**src/rtl/pe_chain_feeder.sv**
```systemverilog
// rtl/pe_chain_feeder.sv - weight loader and activation streamer for the input side of a linear PE chain
module pe_chain_feeder #(
    parameter int DATA_W    = 8,
    parameter int SUM_W     = 16,
    parameter int CHAIN_LEN = 4,
    parameter int AW        = 2,
    parameter int CNT_W     = 16
) (
    input  logic              clock,
    input  logic              reset,
    input  logic              cfg_wr_en,
    input  logic [AW-1:0]     cfg_wr_addr,
    input  logic [DATA_W-1:0] cfg_wr_data,
    input  logic              start,
    input  logic [CNT_W-1:0]  num_vec,
    input  logic [SUM_W-1:0]  bias,
    input  logic              act_valid,
    input  logic [DATA_W-1:0] act_data,
    output logic              act_ready,
    output logic              pe_active,
    output logic [DATA_W-1:0] pe_datain,
    output logic [DATA_W-1:0] pe_win,
    output logic              pe_wwrite,
    output logic [SUM_W-1:0]  pe_sumin,
    output logic              busy,
    output logic              done
);

    typedef enum logic [2:0] {
        S_IDLE,
        S_LOAD,
        S_SETTLE,
        S_STREAM,
        S_DRAIN,
        S_DONE
    } state_t;

    state_t              r_state;
    logic [DATA_W-1:0]   r_wbuf [CHAIN_LEN];
    logic [DATA_W-1:0]   r_wjob [CHAIN_LEN];
    logic [AW-1:0]       r_idx;
    logic [CNT_W-1:0]    r_count;
    logic [CNT_W-1:0]    r_num_vec;
    logic [SUM_W-1:0]    r_bias;

    logic                w_idle;
    logic                w_start_acc;
    logic                w_hs;
    logic                w_last_idx;
    logic [AW-1:0]       w_load_sel;
    logic [CNT_W-1:0]    w_count_inc;

    assign w_idle      = (r_state == S_IDLE);
    assign w_start_acc = start && w_idle;
    assign act_ready   = (r_state == S_STREAM) && (r_count < r_num_vec);
    assign w_hs        = act_valid && act_ready;
    assign w_last_idx  = (r_idx == AW'(CHAIN_LEN - 1));
    assign w_load_sel  = AW'(CHAIN_LEN - 1) - r_idx;
    assign w_count_inc = r_count + 1'b1;

    // Host-visible weight buffer; writable only while no job is running.
    always_ff @(posedge clock or posedge reset) begin
        if (reset) begin
            for (int i = 0; i < CHAIN_LEN; i++) begin
                r_wbuf[i] <= '0;
            end
        end else if (cfg_wr_en && w_idle) begin
            r_wbuf[cfg_wr_addr] <= cfg_wr_data;
        end
    end

    // Job copy is taken from the pre-edge buffer so a write landing with start stays out of this job.
    always_ff @(posedge clock or posedge reset) begin
        if (reset) begin
            r_state   <= S_IDLE;
            r_idx     <= '0;
            r_count   <= '0;
            r_num_vec <= '0;
            r_bias    <= '0;
            pe_active <= 1'b0;
            pe_datain <= '0;
            pe_win    <= '0;
            pe_wwrite <= 1'b0;
            pe_sumin  <= '0;
            busy      <= 1'b0;
            done      <= 1'b0;
            for (int i = 0; i < CHAIN_LEN; i++) begin
                r_wjob[i] <= '0;
            end
        end else begin
            done <= 1'b0;
            case (r_state)
                S_IDLE: begin
                    pe_active <= 1'b0;
                    pe_datain <= '0;
                    pe_win    <= '0;
                    pe_wwrite <= 1'b0;
                    pe_sumin  <= '0;
                    busy      <= 1'b0;
                    if (w_start_acc) begin
                        r_num_vec <= num_vec;
                        r_bias    <= bias;
                        r_idx     <= '0;
                        r_count   <= '0;
                        busy      <= 1'b1;
                        for (int i = 0; i < CHAIN_LEN; i++) begin
                            r_wjob[i] <= r_wbuf[i];
                        end
                        r_state   <= S_LOAD;
                    end
                end
                S_LOAD: begin
                    pe_wwrite <= 1'b1;
                    pe_win    <= r_wjob[w_load_sel];
                    pe_active <= 1'b0;
                    pe_datain <= '0;
                    pe_sumin  <= '0;
                    if (w_last_idx) begin
                        r_idx   <= '0;
                        r_state <= S_SETTLE;
                    end else begin
                        r_idx <= r_idx + 1'b1;
                    end
                end
                S_SETTLE: begin
                    pe_wwrite <= 1'b0;
                    pe_win    <= '0;
                    r_state   <= (r_num_vec == '0) ? S_DRAIN : S_STREAM;
                end
                S_STREAM: begin
                    if (w_hs) begin
                        pe_active <= 1'b1;
                        pe_datain <= act_data;
                        pe_sumin  <= r_bias;
                        r_count   <= w_count_inc;
                        if (w_count_inc == r_num_vec) begin
                            r_state <= S_DRAIN;
                        end
                    end else begin
                        pe_active <= 1'b0;
                        pe_datain <= '0;
                        pe_sumin  <= '0;
                    end
                end
                S_DRAIN: begin
                    pe_active <= 1'b0;
                    pe_datain <= '0;
                    pe_sumin  <= '0;
                    if (w_last_idx) begin
                        r_idx   <= '0;
                        r_state <= S_DONE;
                    end else begin
                        r_idx <= r_idx + 1'b1;
                    end
                end
                S_DONE: begin
                    done    <= 1'b1;
                    busy    <= 1'b0;
                    r_state <= S_IDLE;
                end
                default: begin
                    r_state <= S_IDLE;
                end
            endcase
        end
    end

endmodule

```
**config.mk**
```make
export PLATFORM = sky130hd
export DESIGN_NAME = pe_chain_feeder
export DESIGN_NICKNAME = d
export VERILOG_FILES = /design/src/rtl/pe_chain_feeder.sv
export SDC_FILE = /design/constraint.sdc
export NUM_CORES = 1
export LEC_CHECK = 0
export CORE_MARGIN = 5
export CORE_UTILIZATION = 29
export DETAILED_ROUTE_END_ITERATION = 7
export GPL_TIMING_DRIVEN = 0
export SYNTH_ARGS = -nofsm -noshare
export SYNTH_HDL_FRONTEND = slang
export SYNTH_SLANG_ARGS = --single-unit
```
**constraint.sdc**
```tcl
create_clock -name clock -period 5.1 [get_ports clock]
set_input_delay 0.51 -clock clock [delete_from_list [all_inputs] [get_ports clock]]
set_output_delay 0.51 -clock clock [all_outputs]
set_load 0.05 [all_outputs]
```
==> impl_metrics.json, run 1 <==
{
  "vias": 5603,
  "drv_cap": 0,
  "hold_viol": 0,
  "antenna_found_initial": 0,
  "numCtsBuffers": 17,
  "crit_arrival_ns": 3.26,
  "viasPerCell": 4.86,
  "ys_seq_elements": 153,
  "ir_drop_mv": 0.215,
  "first_global_vias": 5560,
  "dpl.hpwl_mm": 13.7,
  "pin_count": 92,
  "multi_input_area_sq_um": 3150,
  "clock_path_buffers": 2,
  "rsz0062_at_grt": "no",
  "pwr-share-seq_pct": 37.7,
  "sw_frac_of_total_pct": 39.8,
  "crit_path_start_kind": "flip-flop",
  "grt_use_total_pct": 13.8,
  "path_clk_slew_ns": 0.08,
  "ctsResizeCount": 0,
  "dp_cells": 1121,
  "intPower_w": 0.00311,
  "min_period_ns": 3.77,
  "cts_root_buf": "clkbuf_16",
  "place_congestion": 0.845,
  "avgRoutedWirePerCell_um": 16.8,
  "tightest_slew_ns": 1.01,
  "fin_nets": 883,
  "status": "finished, final reports clean",
  "power.share.clock_pct": 25.0,
  "ys_types": 67,
  "seqCellArea_sq_um": 3830,
  "mostFrequentLayoutCells": "189 x nand2_1, 153 x dfrtp_1, 91 x clkdlybuf4s50_1, 45 x a22o_1, 32 x mux2_2",
  "fill_cells": 2527,
  "p_leak_nw": 4.13,
  "drv_slew": 0,
  "setup_viol": 0,
  "period_share_pct": 73.9,
  "area_delta_synth_final_pct": 27.2,
  "drtIter0Drc": 353,
  "initial_core_util_pct": 29.2,
  "yosysWarningCount": 0,
  "criticalPathCategory": "reg -> out",
  "async_reset_ff_share_pct": 100,
  "syn_inst": 699,
  "final_common_cell": "nand2_1",
  "power.switching_w": 0.00206,
  "cts-htree-levels": 4,
  "hold_class": "reg -> reg",
  "final_layout_size_suffix_gt1_share_pct": 12.0,
  "cts_tree": "built",
  "synth_fp_nets": 772,
  "ys_seq_area_share_pct": 52.6,
  "path_cells": "inv_1 > ha_1 > nand2_1 > o21ai_0 > nand2b_1 > a31oi_1 > nor4_1 > clkdlybuf4s50_1",
  "syn_area_sq_um": 7280,
  "synthTopCellsByArea": "dfrtp_1 53%, nand2_1 9.7%, a22o_1 5.4%, mux2_2 4.9%, ha_1 3.1%",
  "worst_path_max_delay_cell": "clkdlybuf4s50_1",
  "postCtsHoldBufs": 0,
  "fmax_mhz": 265,
  "drc": 0,
  "crit_buf_inv": 2,
  "synthFlopType": "dfrtp_1",
  "num_antenna_cells": 0,
  "synth_top_area_share_pct": 52.6,
  "port_buffers": 91,
  "synth_edf_count": 0,
  "cp_top_family": "compound AO/OA/AOI/OAI gates",
  "core_sq_um": 25000,
  "firstDrtPassIters": 4,
  "critPathCaptureType": "primary output",
  "overflow": 0,
  "postCtsSetupBuffers": 0,
  "fin_util_pct": 37.1,
  "clock_sinks": 153,
  "pwr-share-comb_pct": 37.3,
  "rows": 58,
  "max_stage_delay_ns": 0.75,
  "grt_max_degree": 86,
  "worstPathRequired_ns": 4.59,
  "fp.dieW_um": 168,
  "dieArea_sq_um": 28400,
  "slew_headroom_pct": 32.0,
  "antenna_left": 0,
  "yosys.area.top_type": "dfrtp_1",
  "fin_hold_ws_ns": 0.468,
  "cp_max_fo": 9,
  "fin_skew_ns": 0.0138,
  "die_y_um": 168,
  "insertion_delay_ns": 0.43,
  "final_cells": 1153,
  "avgSynthCellArea_sq_um": 10.4,
  "p_per_area_nw_per_um2": 558,
  "grt_pass1_wl_mm": 31.3,
  "drt-total-wl_mm": 19.4
}
[cells in the mapped netlist, types with 2 or more instances]
library cell and n:
nand2_1 189, dfrtp_1 153, a22o_1 45, mux2_2 32, o21ai_0 30, clkbuf_1 26, nor2_1 25, inv_1 20
ha_1 18, xnor2_1 12, a21oi_1 11, mux4_2 8, nand3_1 8, nand4_1 8, buf_2 7, mux2i_1 7
xor2_1 7, nor3_1 6, nor4_1 6, a31oi_1 5, a41oi_1 4, buf_6 4, or3_1 4, and4_1 3
clkbuf_8 3, nor2b_1 3, nor3b_1 3, o31a_1 3, o31ai_1 3, a21o_1 2, a22oi_1 2, a32o_1 2
and2_1 2, buf_1 2, nand2b_1 2, o311ai_0 2, or4_1 2
[final timing paths]
kind	startpoint	to	slack, ns	cells after the start
setup / recovery	r_num_vec[6]$_DFFE_PP0P_	act_ready	1.33	8
hold / removal	r_wbuf[1]$_DFFE_PP0P_	r_wjob[1]$_DFFE_PP0P_	0.47	2
setup reg to reg	r_num_vec[13]$_DFFE_PP0P_	r_count[5]$_DFFE_PP0P_	2.11	9
hold reg to reg	r_wbuf[1]$_DFFE_PP0P_	r_wjob[1]$_DFFE_PP0P_	0.47	2
max in group asynchronous	reset	pe_sumin[11]$_DFFE_PP0P_	3.75	3
min in group asynchronous	reset	r_num_vec[9]$_DFFE_PP0P_	0.53	2
[cell type report]
type	count	area share (%)
Buffer	43	2.53
Clock buffer	17	4.59
Clock inverter	15	2.12
Inverter	20	0.891
Multi-Input combinational cell	483	34.0
Sequential cell	153	41.3
Tap cell	330	4.46
Timing Repair Buffer	92	10.1
[through the flow]
stage	TNS, ns	area (sq um)	setup slack [ns]	power [W]
6_report	0	9270	1.33	0.00517
5_1_grt	0	9270	1.12	0.00551
2_1_floorplan	0	7280	0.469	0.00327
3_5_place_dp	0	8640	1.84	0.00391
3_3_place_gp	-299.52	8610	-1.97	0.00386
4_1_cts	0	9270	1.37	0.00522
[sequential cells by signal, indices dropped and copies added, names as in the netlist]
name and count:
busy 1, done 1, pe_active 1, pe_datain 8
pe_sumin 16, pe_win 8, pe_wwrite 1, r_bias 16
r_count 16, r_idx 2, r_num_vec 16, r_state 3
r_wbuf 32, r_wjob 32
[logic make-up after synthesis]
group           Yosys count  share of synthesized area (%)
simple gates            272                           16.5
flops                   153                           52.6
xor+xnor                 19                           2.28
buf+inv                  63                           4.24
mux                      47                           8.38
fa+ha+maj                18                           3.09
compound gates          127                           12.9
[tightest hold or removal path, delay by kind of cell (launching register included)]
kind,cells,cell delay [ns]
flip-flops,1,0.34
AND/OR/NAND/NOR,2,0.10
[power groups by stage]
stage | clock network, W | registers (W) | logic, W
global placement | 0 | 0.00196 | 0.00191
CTS | 0.00132 | 0.00195 | 0.00195
global route | 0.00137 | 0.00201 | 0.00214
detailed placement | 0 | 0.00197 | 0.00194
floorplan | 0 | 0.00210 | 0.00117
finish | 0.00129 | 0.00195 | 0.00193
[routing by layer]
layer,routed length [um],GRT usage [%]
met2,9670,23.1
met5,0,0
met4,154,2.61
met1,8780,18.7
met3,799,3.04
Power figures use the tool's default switching activity.
==> run 2, diff against run 1 <==
Clock period 5.1 ns to 3.8 ns, I/O delays scaled along.
==> impl_metrics.json, run 2 (synthesis gave the netlist of run 1 again) <==
{
  "critPathLaunch": "r_num_vec[6]$_DFFE_PP0P_",
  "drv_cap": 0,
  "reg_top3": "r_wbuf x32, r_wjob x32",
  "cts_tree": "built",
  "postCtsSetupBuffers": 0,
  "antenna_left": 0,
  "pin_count": 92,
  "grt_pass1_wl_mm": 31.7,
  "num_antenna_cells": 0,
  "path_cells": "inv_1 > ha_1 > nand2_1 > o21ai_0 > nand2b_1 > a31oi_1 > nor4_1 > clkdlybuf4s50_1",
  "dieArea_sq_um": 28400,
  "p_per_area_nw_per_um2": 745,
  "crit_path_start_kind": "flip-flop",
  "cp_max_fo": 9,
  "overflow": 0,
  "reg2reg_from": "r_num_vec[13]$_DFFE_PP0P_",
  "grt_max_degree": 40,
  "antenna_found_initial": 0,
  "ir_drop_mv": 0.381,
  "tightest_slew_ns": 1.02,
  "hold_viol": 0,
  "r2r_slack_ns": 0.77,
  "drt-total-wl_mm": 19.5,
  "mostFrequentLayoutCells": "189 x nand2_1, 153 x dfrtp_1, 91 x clkdlybuf4s50_1, 45 x a22o_1, 32 x mux2_2",
  "seqCellArea_sq_um": 3830,
  "p_leak_nw": 4.15,
  "initial_core_util_pct": 29.2,
  "avgRoutedWirePerCell_um": 16.9,
  "crit_buf_inv": 2,
  "drtIter0Drc": 267,
  "fin_skew_ns": 0.0196,
  "insertion_delay_ns": 0.44,
  "dp_cells": 1124,
  "viasPerCell": 4.80,
  "drv_slew": 0,
  "ctsResizeCount": 0,
  "max_stage_delay_ns": 0.75,
  "core_sq_um": 25000,
  "setup_viol": 0,
  "first_global_vias": 5673,
  "place_congestion": 0.835,
  "period_share_pct": 95.7,
  "dpl.hpwl_mm": 14.1,
  "port_buffers": 91,
  "fp.dieW_um": 168,
  "postCtsHoldBufs": 0,
  "die_y_um": 168,
  "clock_path_buffers": 2,
  "clock_sinks": 153,
  "reg2reg_depth": 9,
  "criticalPathCategory": "reg -> out",
  "cp_top_family": "compound AO/OA/AOI/OAI gates",
  "final_layout_size_suffix_gt1_share_pct": 12.3,
  "endpoint": "act_ready",
  "numCtsBuffers": 17,
  "rows": 58,
  "min_period_ns": 3.64,
  "cts_root_buf": "clkbuf_16",
  "critPathCaptureType": "primary output",
  "slew_headroom_pct": 31.9,
  "path_depth": 8,
  "worst_path_max_delay_cell": "clkdlybuf4s50_1",
  "fill_cells": 2532,
  "firstDrtPassIters": 4,
  "multi_input_area_sq_um": 3150,
  "fin_nets": 886,
  "worstReg2RegEnd": "r_count[9]$_DFFE_PP0P_",
  "cts-htree-levels": 4,
  "status": "finished, final reports clean",
  "final_common_cell": "nand2_1",
  "fin_tns_setup_ns": 0,
  "hold_class": "in -> async",
  "fin_util_pct": 37.3,
  "worstPathRequired_ns": 3.42,
  "final_cells": 1156,
  "drc": 0,
  "crit_arrival_ns": 3.26,
  "grt_use_total_pct": 14.1,
  "vias": 5551,
  "area_delta_synth_final_pct": 27.8,
  "rsz0062_at_grt": "no",
  "path_clk_slew_ns": 0.07,
  "fmax_mhz": 275
}
==> run 2: cell count changes in the layout (fill, tap and decap cells not counted), sizes merged <==
| cell | delta |
|---|---|
| buf | +3 |
| inv | -1 |
| clkinvlp | +1 |
==> run 2: worst min path at each step <==
| stage | start | slack, ns | depth (start not counted) | endpoint |
|---|---|---|---|---|
| floorplan | r_wbuf[0]$_DFFE_PP0P_ | 0.43 | 2 | r_wjob[0]$_DFFE_PP0P_ |
| global placement | r_wbuf[18]$_DFFE_PP0P_ | 0.44 | 2 | r_wjob[18]$_DFFE_PP0P_ |
| detailed placement | r_wbuf[1]$_DFFE_PP0P_ | 0.45 | 2 | r_wjob[1]$_DFFE_PP0P_ |
| CTS | reset | 0.33 | 2 | r_num_vec[12]$_DFFE_PP0P_ |
| global route | reset | 0.35 | 2 | r_num_vec[10]$_DFFE_PP0P_ |
| finish | reset | 0.33 | 2 | r_num_vec[12]$_DFFE_PP0P_ |
==> run 2: power by group <==
part / switching [W] / internal (W)
registers: 0.000387 / 0.00222
clock network: 0.000825 / 0.000899
logic: 0.00154 / 0.00107
==> run 2: worst register-to-register path, delay by kind of cell, from the launching register on <==
kind | cells | cell delay, ns
adders and majority gates | 1 | 0.31
DFF | 1 | 0.41
buffers and inverters | 3 | 0.61
and+or+nand+nor | 3 | 0.92
AOI/OAI and AO/OA | 2 | 0.68
==> run 2: routing by layer <==
metal  routed length, um  track usage (%)
met1                8800             19.0
met2                9780             23.3
met3                 691             2.97
met4                 212             3.42
met5                   0                0
==> run 2: metrics by stage <==
stage	hold slack [ns]	worst slack, ns	total power, W	instance area [sq um]
floorplan	0.433	0.600	0.00439	7290
global placement	0.442	0.0112	0.00519	8610
detailed placement	0.446	0.665	0.00527	8690
CTS	0.331	0.187	0.00702	9310
global route	0.347	0.000784	0.00740	9310
finish	0.328	0.164	0.00694	9310
==> run 2: layout make-up <==
cell class                 count  share of cell area [%]
tap                          330                    4.43
inverter                      20                   0.847
timing repair buffer          95                    10.6
clock inverter                15                    2.08
clock buffer                  17                    4.57
buffer                        43                    2.51
multi-input combinational    483                    33.8
sequential                   153                    41.1
==> run 3, diff against run 2 <==
Settings changed: CTS_CLUSTER_DIAMETER set to 80, PLACE_DENSITY_LB_ADDON set to 0.12.
==> impl_metrics.json, run 3 (synthesis gave the netlist of run 1 again) <==
{
  "drt-total-wl_mm": 19.9,
  "criticalPathCategory": "reg -> out",
  "fin_hold_ws_ns": 0.406,
  "cts-htree-levels": 4,
  "setup_viol": 0,
  "pin_count": 92,
  "min_period_ns": 3.54,
  "place_congestion": 0.794,
  "grt_pass1_wl_mm": 32.3,
  "critPathCaptureType": "primary output",
  "p_per_area_nw_per_um2": 759,
  "crit_path_start_kind": "flip-flop",
  "grt_use_total_pct": 14.5,
  "avgRoutedWirePerCell_um": 17.2,
  "reg_top3": "r_wbuf x32, r_wjob x32",
  "core_sq_um": 25000,
  "overflow": 0,
  "mostFrequentLayoutCells": "189 x nand2_1, 153 x dfrtp_1, 91 x clkdlybuf4s50_1, 45 x a22o_1, 32 x mux2_2",
  "worstReg2RegEnd": "r_count[9]$_DFFE_PP0P_",
  "dieArea_sq_um": 28400,
  "ir_drop_mv": 0.275,
  "drt-met1-wl_mm": 9.87,
  "num_antenna_cells": 0,
  "cts_tree": "built",
  "fill_cells": 2536,
  "path_clk_slew_ns": 0.07,
  "grt_max_degree": 41,
  "clock_path_buffers": 2,
  "fin_skew_ns": 0.00927,
  "viasPerCell": 4.86,
  "dr_wl_met2_mm": 8.94,
  "fmax_mhz": 283,
  "first_global_vias": 5733,
  "wl_met3_um": 830,
  "seqCellArea_sq_um": 3830,
  "rsz0062_at_grt": "no",
  "final_common_cell": "nand2_1",
  "finalInstanceArea_sq_um": 9340,
  "multi_input_area_sq_um": 3150,
  "hold_viol": 0,
  "cts_root_buf": "clkbuf_16",
  "r2r_slack_ns": 0.76,
  "fin_tns_setup_ns": 0,
  "worstPathRequired_ns": 3.42,
  "antenna_found_initial": 0,
  "crit_arrival_ns": 3.16,
  "fp.dieW_um": 168,
  "hold_class": "in -> async",
  "clock_sinks": 153,
  "rows": 58,
  "place_area_sq_um": 8690,
  "fin_nets": 886,
  "tightest_slew_ns": 1.26,
  "dpl.hpwl_mm": 14.4,
  "highest_layer": "met4",
  "insertion_delay_ns": 0.43,
  "final_layout_size_suffix_gt1_share_pct": 12.5,
  "p_leak_nw": 4.17,
  "drc": 0,
  "dp_cells": 1124,
  "initial_core_util_pct": 29.2,
  "slew_headroom_pct": 14.9,
  "firstDrtPassIters": 5,
  "antenna_left": 0,
  "drv_cap": 0,
  "vias": 5618,
  "status": "finished, final reports clean",
  "final_cells": 1156,
  "reg2reg_depth": 9,
  "drtIter0Drc": 344,
  "reg2reg_from": "r_num_vec[13]$_DFFE_PP0P_",
  "numCtsBuffers": 17,
  "period_share_pct": 93.1,
  "drv_slew": 0,
  "port_buffers": 91,
  "die_y_um": 168,
  "cp_max_fo": 9,
  "area_delta_synth_final_pct": 28.3
}
## run 3: repair_timing
item                                    CTS  global route
resized for setup                         0             1
endpoints found under the setup margin    0             1
setup buffers                             0             0
hold buffers                              0             0
## run 3: worst max path at each step
stage | startpoint | to | slack [ns] | depth (start not counted)
6_report | r_count[5]$_DFFE_PP0P_ | act_ready | 0.26 | 7
5_1_grt | r_count[5]$_DFFE_PP0P_ | act_ready | 0.04 | 7
4_1_cts | r_num_vec[7]$_DFFE_PP0P_ | act_ready | 0.07 | 8
3_5_place_dp | r_num_vec[7]$_DFFE_PP0P_ | act_ready | 0.54 | 8
3_3_place_gp | reset | r_bias[2]$_DFFE_PP0P_ | 0.07 | 2
2_1_floorplan | r_count[5]$_DFFE_PP0P_ | act_ready | 0.60 | 6
## run 3: worst max-delay path: stages (launching register included)
cell,delay [ns]
dfrtp_1,0.49
ha_1,0.36
a21oi_1,0.14
o21ai_0,0.11
nand2b_1,0.10
a31oi_2,0.25
nor4_1,0.41
clkdlybuf4s50_1,0.87
## run 3: metal layers
metal  GRT usage (%)  up-vias
met5               0        -
met4            3.60        0
met3            3.64       16
met2            22.0      108
met1            20.7     2810
li1                -     2684
## run 3: final cells by class
type	instances	share of cell area [%]
clock buffer	18	4.70
buffer	43	2.50
sequential	153	41.0
multi-input combinational	483	33.7
tap	330	4.42
clock inverter	14	2.21
timing repair buffer	95	10.6
inverter	20	0.844
## run 3: where the power goes
group | internal, W | switching [W] | total (W)
logic | 0.00107 | 0.00155 | 0.00262
registers | 0.00222 | 0.000396 | 0.00262
clock network | 0.00109 | 0.000769 | 0.00186
## run 3: stage by stage
| stage | worst slack (ns) | power, W | utilization (%) |
|---|---|---|---|
| 2_1_floorplan | 0.600 | 0.00439 | - |
| 3_3_place_gp | 0.0709 | 0.00524 | 34.5 |
| 3_5_place_dp | 0.541 | 0.00528 | 34.8 |
| 4_1_cts | 0.0701 | 0.00718 | 37.4 |
| 5_1_grt | 0.0425 | 0.00757 | 37.4 |
| 6_report | 0.263 | 0.00709 | 37.4 |
